==> src/rtl/merge_seq_if.sv <==
// Handshake and memory-side bundle between the merge sequencer and its environment.
interface merge_seq_if #(
  parameter int DW = 8,
  parameter int AW = 4
);
  logic          start;
  logic [AW:0]   len1;
  logic [AW:0]   len2;
  logic [DW-1:0] r1;
  logic [DW-1:0] r2;
  logic [AW-1:0] cnt1;
  logic [AW-1:0] cnt2;
  logic          out_valid;
  logic [DW-1:0] out_data;
  logic [AW:0]   out_pos;
  logic          busy;
  logic          done;

  // Sequencer side
  modport slave (
    input  start, len1, len2, r1, r2,
    output cnt1, cnt2, out_valid, out_data, out_pos, busy, done
  );

  // Requester / memory side
  modport master (
    output start, len1, len2, r1, r2,
    input  cnt1, cnt2, out_valid, out_data, out_pos, busy, done
  );
endinterface

==> src/rtl/merge_seq.sv <==
// Merge sequencer: walks two ascending index lists held in a synchronous-read
// memory and emits a single ascending stream, one element every two cycles.
module merge_seq #(
  parameter int DW = 8,
  parameter int AW = 4
) (
  input  logic         clk,
  input  logic         reset,
  merge_seq_if.slave   bus
);

  localparam logic [AW:0] LMAX = (AW+1)'(1 << AW);

  typedef enum logic [1:0] {IDLE, FETCH, EMIT, DONE} state_t;

  state_t        state_q, state_d;
  logic [AW:0]   idx1_q, idx1_d, idx2_q, idx2_d;
  logic [AW:0]   emit_q, emit_d;
  logic [AW:0]   l1_q, l1_d, l2_q, l2_d;
  logic [AW-1:0] cnt1_q, cnt1_d, cnt2_q, cnt2_d;
  logic          vld_q, vld_d;
  logic [DW-1:0] data_q, data_d;
  logic [AW:0]   pos_q, pos_d;
  logic          busy_q, busy_d;
  logic          done_q, done_d;

  logic          rem1, rem2, take1;
  logic [AW:0]   idx1_inc, idx2_inc;

  // Lengths beyond the list depth are treated as a full list.
  function automatic logic [AW:0] clamp_len(input logic [AW:0] len);
    if (len > LMAX) return LMAX;
    return len;
  endfunction

  // A list still has entries while its index is below its latched length;
  // ties go to list 1 so equal keys keep their list order.
  assign rem1     = (idx1_q < l1_q);
  assign rem2     = (idx2_q < l2_q);
  assign take1    = rem1 && (!rem2 || (bus.r1 <= bus.r2));
  assign idx1_inc = idx1_q + 1'b1;
  assign idx2_inc = idx2_q + 1'b1;

  // State register
  always_ff @(posedge clk) begin
    if (reset) state_q <= IDLE;
    else       state_q <= state_d;
  end

  // Next-state logic
  always_comb begin
    state_d = state_q;
    case (state_q)
      IDLE:    if (bus.start) state_d = FETCH;
      FETCH:   state_d = EMIT;
      EMIT:    state_d = (rem1 || rem2) ? FETCH : DONE;
      DONE:    state_d = IDLE;
      default: state_d = IDLE;
    endcase
  end

  // Next values of the registered outputs and merge bookkeeping
  always_comb begin
    idx1_d = idx1_q;
    idx2_d = idx2_q;
    emit_d = emit_q;
    l1_d   = l1_q;
    l2_d   = l2_q;
    cnt1_d = cnt1_q;
    cnt2_d = cnt2_q;
    vld_d  = 1'b0;
    data_d = data_q;
    pos_d  = pos_q;
    busy_d = busy_q;
    done_d = 1'b0;
    case (state_q)
      IDLE: begin
        if (bus.start) begin
          l1_d   = clamp_len(bus.len1);
          l2_d   = clamp_len(bus.len2);
          idx1_d = '0;
          idx2_d = '0;
          emit_d = '0;
          cnt1_d = '0;
          cnt2_d = '0;
          busy_d = 1'b1;
        end
      end
      EMIT: begin
        if (take1) begin
          vld_d  = 1'b1;
          data_d = bus.r1;
          pos_d  = emit_q;
          emit_d = emit_q + 1'b1;
          idx1_d = idx1_inc;
          cnt1_d = idx1_inc[AW-1:0];
        end else if (rem2) begin
          vld_d  = 1'b1;
          data_d = bus.r2;
          pos_d  = emit_q;
          emit_d = emit_q + 1'b1;
          idx2_d = idx2_inc;
          cnt2_d = idx2_inc[AW-1:0];
        end else begin
          done_d = 1'b1;
          busy_d = 1'b0;
        end
      end
      default: ;
    endcase
  end

  // Output and bookkeeping registers
  always_ff @(posedge clk) begin
    if (reset) begin
      idx1_q <= '0;
      idx2_q <= '0;
      emit_q <= '0;
      l1_q   <= '0;
      l2_q   <= '0;
      cnt1_q <= '0;
      cnt2_q <= '0;
      vld_q  <= 1'b0;
      data_q <= '0;
      pos_q  <= '0;
      busy_q <= 1'b0;
      done_q <= 1'b0;
    end else begin
      idx1_q <= idx1_d;
      idx2_q <= idx2_d;
      emit_q <= emit_d;
      l1_q   <= l1_d;
      l2_q   <= l2_d;
      cnt1_q <= cnt1_d;
      cnt2_q <= cnt2_d;
      vld_q  <= vld_d;
      data_q <= data_d;
      pos_q  <= pos_d;
      busy_q <= busy_d;
      done_q <= done_d;
    end
  end

  assign bus.cnt1      = cnt1_q;
  assign bus.cnt2      = cnt2_q;
  assign bus.out_valid = vld_q;
  assign bus.out_data  = data_q;
  assign bus.out_pos   = pos_q;
  assign bus.busy      = busy_q;
  assign bus.done      = done_q;

endmodule

==> src/flat_wrapper.sv <==
// flat-port wrapper written by rule: the top's interface ports become plain ports
module merge_seq_flat 
#(
  parameter int DW = 8,
  parameter int AW = 4
)
  (clk, reset, bus_start, bus_len1, bus_len2, bus_r1, bus_r2, bus_cnt1, bus_cnt2, bus_out_valid, bus_out_data, bus_out_pos, bus_busy, bus_done);
  merge_seq_if #(.DW(DW), .AW(AW)) bus_i ();
  input  logic clk;
  input  logic reset;
  input wire logic [$bits(bus_i.start)-1:0] bus_start;
  input wire logic [$bits(bus_i.len1)-1:0] bus_len1;
  input wire logic [$bits(bus_i.len2)-1:0] bus_len2;
  input wire logic [$bits(bus_i.r1)-1:0] bus_r1;
  input wire logic [$bits(bus_i.r2)-1:0] bus_r2;
  output wire logic [$bits(bus_i.cnt1)-1:0] bus_cnt1;
  output wire logic [$bits(bus_i.cnt2)-1:0] bus_cnt2;
  output wire logic [$bits(bus_i.out_valid)-1:0] bus_out_valid;
  output wire logic [$bits(bus_i.out_data)-1:0] bus_out_data;
  output wire logic [$bits(bus_i.out_pos)-1:0] bus_out_pos;
  output wire logic [$bits(bus_i.busy)-1:0] bus_busy;
  output wire logic [$bits(bus_i.done)-1:0] bus_done;
  assign bus_i.start = bus_start;
  assign bus_i.len1 = bus_len1;
  assign bus_i.len2 = bus_len2;
  assign bus_i.r1 = bus_r1;
  assign bus_i.r2 = bus_r2;
  assign bus_cnt1 = bus_i.cnt1;
  assign bus_cnt2 = bus_i.cnt2;
  assign bus_out_valid = bus_i.out_valid;
  assign bus_out_data = bus_i.out_data;
  assign bus_out_pos = bus_i.out_pos;
  assign bus_busy = bus_i.busy;
  assign bus_done = bus_i.done;
  merge_seq #(.DW(DW), .AW(AW)) u_core (.clk(clk), .reset(reset), .bus(bus_i));
endmodule
==> config.mk <==
export PLATFORM = sky130hd
export DESIGN_NAME = merge_seq_flat
export DESIGN_NICKNAME = d
export VERILOG_FILES = /design/src/rtl/merge_seq_if.sv /design/src/rtl/merge_seq.sv /design/src/flat_wrapper.sv
export SDC_FILE = /design/constraint.sdc
export NUM_CORES = 1
export LEC_CHECK = 0
export BUFFER_PORTS_ARGS = -buffer_cell sky130_fd_sc_hd__buf_2
export CORE_MARGIN = 8
export CORE_UTILIZATION = 46
export CTS_CLUSTER_DIAMETER = 100
export DETAILED_ROUTE_END_ITERATION = 8
export GPL_ROUTABILITY_DRIVEN = 0
export MAX_ROUTING_LAYER = met4
export PLACE_DENSITY = 0.71
export SLEW_MARGIN = 10
export SYNTH_ARGS = -nofsm -noshare
export SYNTH_HDL_FRONTEND = slang
export SYNTH_SLANG_ARGS = --single-unit
==> constraint.sdc <==
create_clock -name clk -period 2.5 [get_ports clk]
set_input_delay 0.25 -clock clk [delete_from_list [all_inputs] [get_ports clk]]
set_output_delay 0.25 -clock clk [all_outputs]
set_load 0.02 [all_outputs]
* After elaboration in Yosys (flattened, before gate mapping)
Cells that the tools add are included.
** Word-level totals
- Register bits :: 51
- Latch bits :: 0
- Memory bits (writable) :: 0
- Bits in read-only memories :: 0
- Output and inout bits :: 24
- Logic and storage cells :: 85
- Memories :: 0
** Cells by class
- Add/sub/neg operators :: 3
- Multiply operators :: 0
- Divide/modulo/power cells :: 0
- Order comparisons :: 5
- Eq/ne operators :: 9
- Shift-type cells :: 0
- Muxes and demuxes :: 39
- Bitwise operators :: 1
- Reductions and logical operators :: 15
** Operators by type and width (count)
- $mux W5 :: 12
- $pmux W5 S2 :: 3
- $mux W4 :: 4
- $mux W8 :: 2
- $pmux W4 S2 :: 2
- $add A5 B1 Y5 const B :: 3
- $mux W1 :: 12
- $gt A5 B5 Y1 const B :: 2
- $lt A5 B5 Y1 :: 2
- $le A8 B8 Y1 :: 1
- $pmux W2 S4 :: 1
- $reduce_and A4 Y1 :: 2
- $ne A2 B2 Y1 const B :: 3
- $reduce_and A3 Y1 :: 2
- $eq A2 B2 Y1 const B :: 2
- $mux W2 :: 2
- $ne A2 B1 Y1 const B :: 2
- $reduce_and A2 Y1 :: 2
- $reduce_bool A2 Y1 :: 2
- $ne A3 B1 Y1 const B :: 1
- $reduce_or A3 Y1 :: 1
- $eq A2 B1 Y1 const B :: 1
- $logic_not A2 Y1 :: 1
- $logic_or A1 B1 Y1 :: 2
- other kinds (5) :: 5

* Depth between registers and ports, before layout
Gate-level depths: netlist of the first run.
- Depth after elaboration :: 6
- Depth in mapped cells :: 9
- Depth with buffers taken out :: 8

* Worst setup path before layout of the first run
OpenSTA, ideal clock, no wires.
- Path type :: reg2reg
- From :: register u_core.bus.cnt2[2] (netlist name)
- To :: register u_core.data_q[2] (netlist: u_core.bus.out_data[2])
- Library setup time :: 0.119 ns
- Data arrival time :: 1.810 ns
- Required time :: 2.381 ns
- Slack :: 0.571 ns
- Cell stages (with the launch flop) :: 8
- Buffers on the path :: 1
- Period minus slack after synthesis :: 1.929 ns
- Path through :: dfxtp_1 > ha_1 > a21oi_1 > o21ai_1 > a311oi_1 > o21ai_1 > buf_2 > o221a_2
** RTL lines
- end signal: assignment :: RTL line merge_seq.sv:137 : data_q <= data_d;
- end: declaration :: RTL line merge_seq.sv:22 : logic [DW-1:0] data_q, data_d;

* Worst setup path after layout of the first run
- From :: register u_core.l2_q[2]
- To :: register u_core.cnt2_q[2] (netlist: u_core.bus.cnt2[2])
** Between the ends
- Cells in the longest elaborated chain, start to end :: 6
** RTL lines
- start: declaration :: RTL line merge_seq.sv:19 : logic [AW:0] l1_q, l1_d, l2_q, l2_d;
- start signal: assignment :: RTL line merge_seq.sv:133 : l2_q <= l2_d;
- $lt A5 B5 Y1 (*) :: RTL line merge_seq.sv:39 : assign rem2 = (idx2_q < l2_q);
- $logic_not A1 Y1 :: RTL line merge_seq.sv:40 : assign take1 = rem1 && (!rem2 || (bus.r1 <= bus.r2));
- $logic_or A1 B1 Y1 :: RTL line merge_seq.sv:40
- $logic_and A1 B1 Y1 :: RTL line merge_seq.sv:40
- $ne A2 B2 Y1 (no line)
- $reduce_and A4 Y1 (no line) (*)
- end signal: assignment :: RTL line merge_seq.sv:135 : cnt2_q <= cnt2_d;
- end: declaration :: RTL line merge_seq.sv:20 : logic [AW-1:0] cnt1_q, cnt1_d, cnt2_q, cnt2_d;
Mark *: on every way between the ends. The rest lies on a longest branch, timed or not.
A chain may end at the register's enable or synchronous reset.

==> results of run 1 <==
==> critical path, delay by kind of cell, from the launching register on <==
| kind | cells | cell delay (ns) |
|---|---|---|
| AO/OA/AOI/OAI | 4 | 0.81 |
| AND/OR/NAND/NOR | 2 | 0.63 |
| flip-flops | 1 | 0.33 |
| adder cells (fa/ha/maj) | 1 | 0.28 |
| buffers and inverters | 1 | 0.04 |
==> final cells by class <==
| type | instances | area, µm² |
|---|---|---|
| clock inverter | 3 | 23.8 |
| timing repair buffer | 59 | 313 |
| sequential | 43 | 861 |
| multi-input combinational | 195 | 1330 |
| tap | 70 | 87.6 |
| clock buffer | 5 | 68.8 |
| inverter | 25 | 93.8 |
| fill | 492 | 2300 |
==> how the worst min path moves through the flow <==
stage / from / endpoint / slack (ns) / cells past startpoint
3_5_place_dp: u_core.l1_q[0]$_SDFFE_PP0P_ / u_core.l1_q[0]$_SDFFE_PP0P_ / 0.45 / 2
4_1_cts: bus_len2[0] / u_core.l2_q[0]$_SDFFE_PP0P_ / 0.20 / 3
6_report: bus_len2[3] / u_core.l2_q[3]$_SDFFE_PP0P_ / 0.21 / 3
2_1_floorplan: bus_len1[4] / u_core.l1_q[4]$_SDFFE_PP0P_ / 0.39 / 2
5_1_grt: bus_len2[3] / u_core.l2_q[3]$_SDFFE_PP0P_ / 0.21 / 3
3_3_place_gp: u_core.l2_q[0]$_SDFFE_PP0P_ / u_core.l2_q[0]$_SDFFE_PP0P_ / 0.44 / 2
==> placed cells by master (no fill, tap or decap), types with 2 or more instances in the layout <==
| cell type | synthesis | final |
|---|---|---|
| a211oi_1 | 3 | 3 |
| nor2_1 | 18 | 18 |
| o211ai_1 | 3 | 3 |
| o22ai_1 | 2 | 2 |
| nand3b_1 | 9 | 9 |
| buf_4 | 8 | 7 |
| o221a_2 | 8 | 8 |
| nor2b_1 | 7 | 7 |
| nand3_1 | 4 | 4 |
| nand2_1 | 31 | 31 |
| clkbuf_8 | 0 | 5 |
| a21o_1 | 2 | 2 |
| nor3_1 | 5 | 5 |
| inv_1 | 25 | 25 |
| clkinvlp_4 | 0 | 2 |
| o21ai_0 | 10 | 10 |
| o21ai_1 | 7 | 7 |
| and3_1 | 2 | 2 |
| buf_2 | 3 | 52 |
| nand2b_1 | 2 | 2 |
| or3_1 | 3 | 3 |
| nand4_1 | 5 | 5 |
| a21oi_1 | 23 | 23 |
| mux2i_1 | 9 | 9 |
| dfxtp_1 | 43 | 43 |
| xnor2_1 | 2 | 2 |
| a32oi_1 | 2 | 2 |
| ha_1 | 19 | 19 |
| a31oi_1 | 3 | 3 |
==> where the power goes <==
part	switching [mW]	internal, mW
Combinational	0.160	0.102
Sequential	0.0141	0.708
Clock	0.262	0.200
==> per-layer routing <==
layer  GRT usage (%)  part of all wire, %
met5               -                    0
met1            18.6                   47
met2            25.1                   45
met3            3.85                  6.9
met4            3.69                  1.2
==> cells in the mapped netlist (all sizes together) (2+ instances only) <==
cell type  number  area [µm²]
a21o            2        15.0
nand4           5        31.3
or3             3        18.8
clkbuf          7        26.3
inv            25        93.8
buf            12        78.8
o221a           8        90.1
a311oi          2        23.8
ha             19         238
xnor2           2        17.5
dfxtp          43         861
a32oi           2        17.5
nor2b           7        43.8
o21ai          18        93.8
a211oi          4        35.0
a31o            3        35.0
a21oi          24         131
nor2           18        67.6
nand3b          9        67.6
a31oi           4        31.3
mux2i           9        90.1
and3            2        12.5
nand2b          2        12.5
nor3            6        35.0
nand3           4        20.0
nand2          31         116
o22ai           2        12.5
o211ai          3        22.5
==> stage by stage <==
| stage | power, mW | hold slack, ns | utilization (%) | area (µm²) | instances |
|---|---|---|---|---|---|
| finish | 1.45 | 0.213 | 54.8 | 2780 | 400 |
| global route | 1.53 | 0.209 | 54.8 | 2780 | 400 |
| CTS | 1.46 | 0.203 | 54.8 | 2780 | 400 |
| detailed placement | 0.999 | 0.446 | 52.9 | 2690 | 392 |
| global placement | 0.996 | 0.439 | 52.9 | 2690 | 392 |
| floorplan | 0.918 | 0.386 | - | 2390 | 282 |
==> state kept, by name, indices dropped and copies added (netlist names) <==
register / count
u_core.bus.busy: 1
u_core.l1_q: 5
u_core.idx1_q: 5
u_core.bus.done: 1
u_core.emit_q: 5
u_core.l2_q: 5
u_core.bus.out_valid: 1
u_core.bus.out_pos: 5
u_core.state_q: 2
u_core.bus.cnt2: 3
u_core.bus.out_data: 8
u_core.idx2_q: 2
==> kinds of logic after synthesis <==
group	count (synthesis)	share of synthesized area, %
AOI/OAI and AO/OA	75	22.3
muxes	10	4.24
and+or+nand+nor	89	18.5
xor gates and xnor gates	2	0.733
adders and majority gates	19	9.94
buffers and inverters	44	8.32
DFF	43	36.0
==> impl_metrics.csv, run 1 <==
group,metric,value,unit
run_status,status,"completed",
setup_path,cp_slowest_cell,"or4b_1",
pwr,irDropWorstVdd,0.325,mV
hold_path,hold_path.class,"input port to flop",
synth,ys_seq_area_share,36.0,%
synth,synth_edf_count,0,
synth,yosysUniqueCellTypes,45,
clocking,post_cts_buffers,0,
grt,grt_use_total,15.4,%
floorplan,ios,53,
setup_path,crit_start,"u_core.l2_q[2]$_SDFFE_PP0P_",
clocking,ctsLongestPathBuffers,2,
floorplan,start_util,47.1,%
grt,first_global_vias,2114,
placed_design,io_buffers,52,
timing,slew_viol_final,0,
setup_path,rr_startpoint,"u_core.l2_q[2]$_SDFFE_PP0P_",
setup_path,crit_type,"flop to flop",
synth,yosys_warnings,0,
synth,postSynthNetCount,330,
route,wl_per_cell,13.9,µm
route,drtIter0Drc,94,
setup_path,path_cells,"inv_1, ha_1, a21oi_1, o21ai_1, a31oi_2, nand2_1, or4b_1, a31oi_1",
grt,antenna_found_initial,0,
route,route.vias.total,2092,
pwr,p_per_area,520,mW/mm²
setup_path,slowest_delay,0.48,ns
route,via_per_inst,5.23,
route,ant_nets,0,
timing,finalSetupTns,0,ns
clocking,cts-hold-fix-buffers,0,
synth,ys.flop_type,"dfxtp_1",
timing,timing.fmax,461,MHz
clocking,root_buffer,"clkbuf_8",
layout,layout-drive-gt1-share,25.5,%
placed_design,pre_cts_slack,0.323,ns
route,drt_pass1_iterations,4,
clocking,ctsResizeCount,0,
timing,maxSlewHeadroom,58.9,%
route,drc,0,
setup_path,cp-endpoint,"u_core.bus.cnt2[2]$_SDFFE_PP0P_",
clocking,cts_tree,"built",
floorplan,dieArea,0.00776,mm²
clocking,cts_buffers,5,
timing,fin_ws,0.331,ns
timing,finalSetupViolCount,0,
floorplan,rows,26,
floorplan,fp.coreArea,0.00507,mm²
setup_path,critical_path.endpoint_type,"flop",
floorplan,die_h,88.1,µm
route,drt-total-wl,5550,µm
setup_path,required,2.72,ns
synth,async_reset_ff_share,0,%
floorplan,chipWidth,88.1,µm
synth,yosys_register_bits,43,
synth,syn_area,0.00239,mm²
setup_path,startpoint_type,"flop",
timing,layout_min_cycle_time,2.17,ns
layout,finalNetCount,377,
timing,finClkSkew,0.00220,ns
setup_path,r2r_end,"u_core.bus.cnt2[2]$_SDFFE_PP0P_",
timing,hold_viol_final,0,
grt,grt_overflow_total,0,
flow_run,drv_cap,0,
clocking,clk_pin_slew,0.09,ns
clocking,clk_latency,0.30,ns
timing,timing.final.crit_share,86.8,%
grt,grt_pass1_wl,9490,µm
setup_path,r2r_cells,8,
setup_path,cp_max_fo,5,
clocking,cts_max_level,2,
synth,synth_area_per_cell,8.48,µm²
grt,grt_max_degree,35,
layout,n_antenna_cell,0,
clocking,clock_sinks,43,
pwr,leakage,1.20,nW
layout,area_growth,16.2,%
setup_path,crit_arrival,2.39,ns
timing,rsz0062_at_grt,"false",
synth,syn_inst,282,
timing,worst_pin_slew,0.615,ns
setup_path,reg2reg_slack,0.33,ns
placed_design,place_hpwl,4210,µm
(Power assumes the default switching activity.)
==> run 2: changes to the inputs <==
REMOVE_ABC_BUFFERS = 1   (was not set)
==> run 2 against run 1 <==
Compared with the run above: sequential power barely moved; non-clock buffer count is the same; first-iteration DRC count fell by 19%; clock skew up 0.0042 ns; wire length shrank 1.6%; critical path depth shrank 2; count of clock-buffer cells in the layout unchanged; maximum frequency increased by 1.4%; setup slack better by 0.031 ns; largest cell class unchanged.
==> impl_metrics.csv, run 2 (synthesized netlist as in run 1, its figures left out) <==
group,metric,value,unit
route,route.vias.total,2132,
clocking,cts_max_level,2,
clocking,clk_pin_slew,0.09,ns
grt,first_global_vias,2014,
setup_path,crit_type,"flop to flop",
timing,timing.final.crit_share,85.5,%
clocking,post_cts_buffers,0,
pwr,p_switching,0.424,mW
setup_path,required,2.70,ns
pwr,p_per_area,515,mW/mm²
clocking,cts_tree,"built",
timing,finalSetupTns,0,ns
floorplan,ios,53,
layout,area_growth,15.9,%
timing,finClkSkew,0.00642,ns
route,drc,0,
clocking,clk_latency,0.30,ns
layout,multi_input_area,0.00133,mm²
pwr,power_frac_seq,50.6,%
timing,timing.fmax,468,MHz
floorplan,dieArea,0.00776,mm²
hold_path,hold_path.class,"input port to flop",
route,wl_per_cell,13.7,µm
setup_path,cp_slowest_cell,"a311oi_2",
setup_path,path_cells,"ha_1, a21oi_1, o21ai_2, a311oi_2, nand2_1, o221a_2",
setup_path,startpoint_type,"flop",
route,ant_nets,0,
pwr,clockPowerShare,31.1,%
hold_path,min_to,"u_core.l1_q[4]$_SDFFE_PP0P_",
setup_path,r2r_end,"u_core.bus.out_data[3]$_SDFFE_PP0P_",
grt,grt_use_total,15.1,%
grt,grt_pass1_wl,9170,µm
setup_path,slowest_delay,0.46,ns
floorplan,fp.coreArea,0.00507,mm²
placed_design,io_buffers,52,
route,drt_pass1_iterations,4,
timing,rsz0062_at_grt,"false",
floorplan,chipWidth,88.1,µm
layout,largest_reg_flops,8,
route,via_per_inst,5.33,
route,drtIter0Drc,76,
layout,mostFrequentLayoutCells,"52 x buf_2, 43 x dfxtp_1, 31 x nand2_1, 25 x inv_1, 23 x a21oi_1",
timing,slew_viol_final,0,
layout,fillers,511,
clocking,clock_sinks,43,
pwr,irDropWorstVdd,0.316,mV
setup_path,rr_startpoint,"u_core.idx1_q[2]$_SDFFE_PP0P_",
floorplan,die_h,88.1,µm
setup_path,cp_max_fo,8,
timing,maxSlewHeadroom,57.7,%
pwr,leakage,1.20,nW
timing,worst_pin_slew,0.635,ns
grt,grt_max_degree,36,
pwr,swShare,29.8,%
setup_path,critical_path.endpoint_type,"flop",
layout,layout-drive-gt1-share,25.5,%
setup_path,crit_arrival,2.34,ns
floorplan,start_util,47.1,%
route,drt-total-wl,5470,µm
setup_path,r2r_cells,6,
placed_design,place_hpwl,4170,µm
layout,layout_commonest_cell,"buf_2",
floorplan,rows,26,
setup_path,reg2reg_slack,0.36,ns
flow_run,drv_cap,0,
grt,antenna_found_initial,0,
clocking,cts-hold-fix-buffers,0,
layout,ff_latch_area,861,µm²
timing,finalSetupViolCount,0,
layout,finalNetCount,377,
clocking,root_buffer,"clkbuf_8",
clocking,cts_buffers,5,
layout,n_antenna_cell,0,
timing,layout_min_cycle_time,2.14,ns
clocking,ctsResizeCount,0,
timing,hold_viol_final,0,
clocking,ctsLongestPathBuffers,2,
grt,grt_overflow_total,0,
pwr,combPwrFrac,18.2,%
pwr,p_int,1.00,mW
hold_path,hold_depth,3,
run_status,status,"completed",
placed_design,place_area,0.00269,mm²
layout,design_area,0.00277,mm²
hold_path,holdCritStartpoint,"bus_len1[4]",
[run 2: how the worst max path moves through the flow]
stage | start | endpoint | slack, ns | cells past startpoint
3_3_place_gp | bus_r2[7] | u_core.bus.out_data[1]$_SDFFE_PP0P_ | 0.37 | 9
2_1_floorplan | u_core.idx1_q[2]$_SDFFE_PP0P_ | u_core.bus.out_data[0]$_SDFFE_PP0P_ | 0.36 | 6
5_1_grt | u_core.idx1_q[2]$_SDFFE_PP0P_ | u_core.bus.out_data[0]$_SDFFE_PP0P_ | 0.18 | 6
3_5_place_dp | bus_r2[7] | u_core.bus.out_data[3]$_SDFFE_PP0P_ | 0.30 | 9
4_1_cts | u_core.idx1_q[2]$_SDFFE_PP0P_ | u_core.bus.out_data[3]$_SDFFE_PP0P_ | 0.36 | 6
6_report | u_core.idx1_q[2]$_SDFFE_PP0P_ | u_core.bus.out_data[3]$_SDFFE_PP0P_ | 0.36 | 6
[run 2: cell type report]
cell class	count	area share (%)
multi-input combinational	195	48.1
sequential	43	31.1
timing repair buffer	59	11.3
inverter	25	3.39
tap	70	3.16
clock buffer	5	2.48
clock inverter	3	0.542
[run 2: power by group through the flow]
stage                     clock (mW)  sequential, mW  combinational (mW)
after detailed placement           0           0.738               0.260
after global routing           0.479           0.725               0.292
after global placement             0           0.737               0.258
final                          0.444           0.722               0.260
after CTS                      0.452           0.722               0.262
after floorplan                    0           0.751               0.151
[run 2: per-layer routing]
metal / part of all wire (%) / vias up / track usage (%)
li1: - / 1087 / -
met1: 48 / 995 / 18.2
met2: 44 / 43 / 23.9
met3: 6.1 / 7 / 3.85
met4: 1.3 / 0 / 5.07
met5: 0 / - / -
[run 2: critical path, delay by kind of cell, from the launching register on]
kind	cells	cell delay [ns]
adder cells (fa/ha/maj)	1	0.27
flip-flops	1	0.42
AND/OR/NAND/NOR	1	0.29
AO/OA/AOI/OAI	4	1.07
[run 2: metrics by stage]
step	worst slack (ns)	power [mW]	hold slack [ns]	utilization, %	instances
final	0.362	1.43	0.216	54.6	400
after global routing	0.178	1.50	0.210	54.6	400
after CTS	0.356	1.44	0.210	54.6	400
after detailed placement	0.300	0.998	0.448	52.9	392
after global placement	0.369	0.995	0.435	52.9	392
after floorplan	0.357	0.903	0.319	-	263
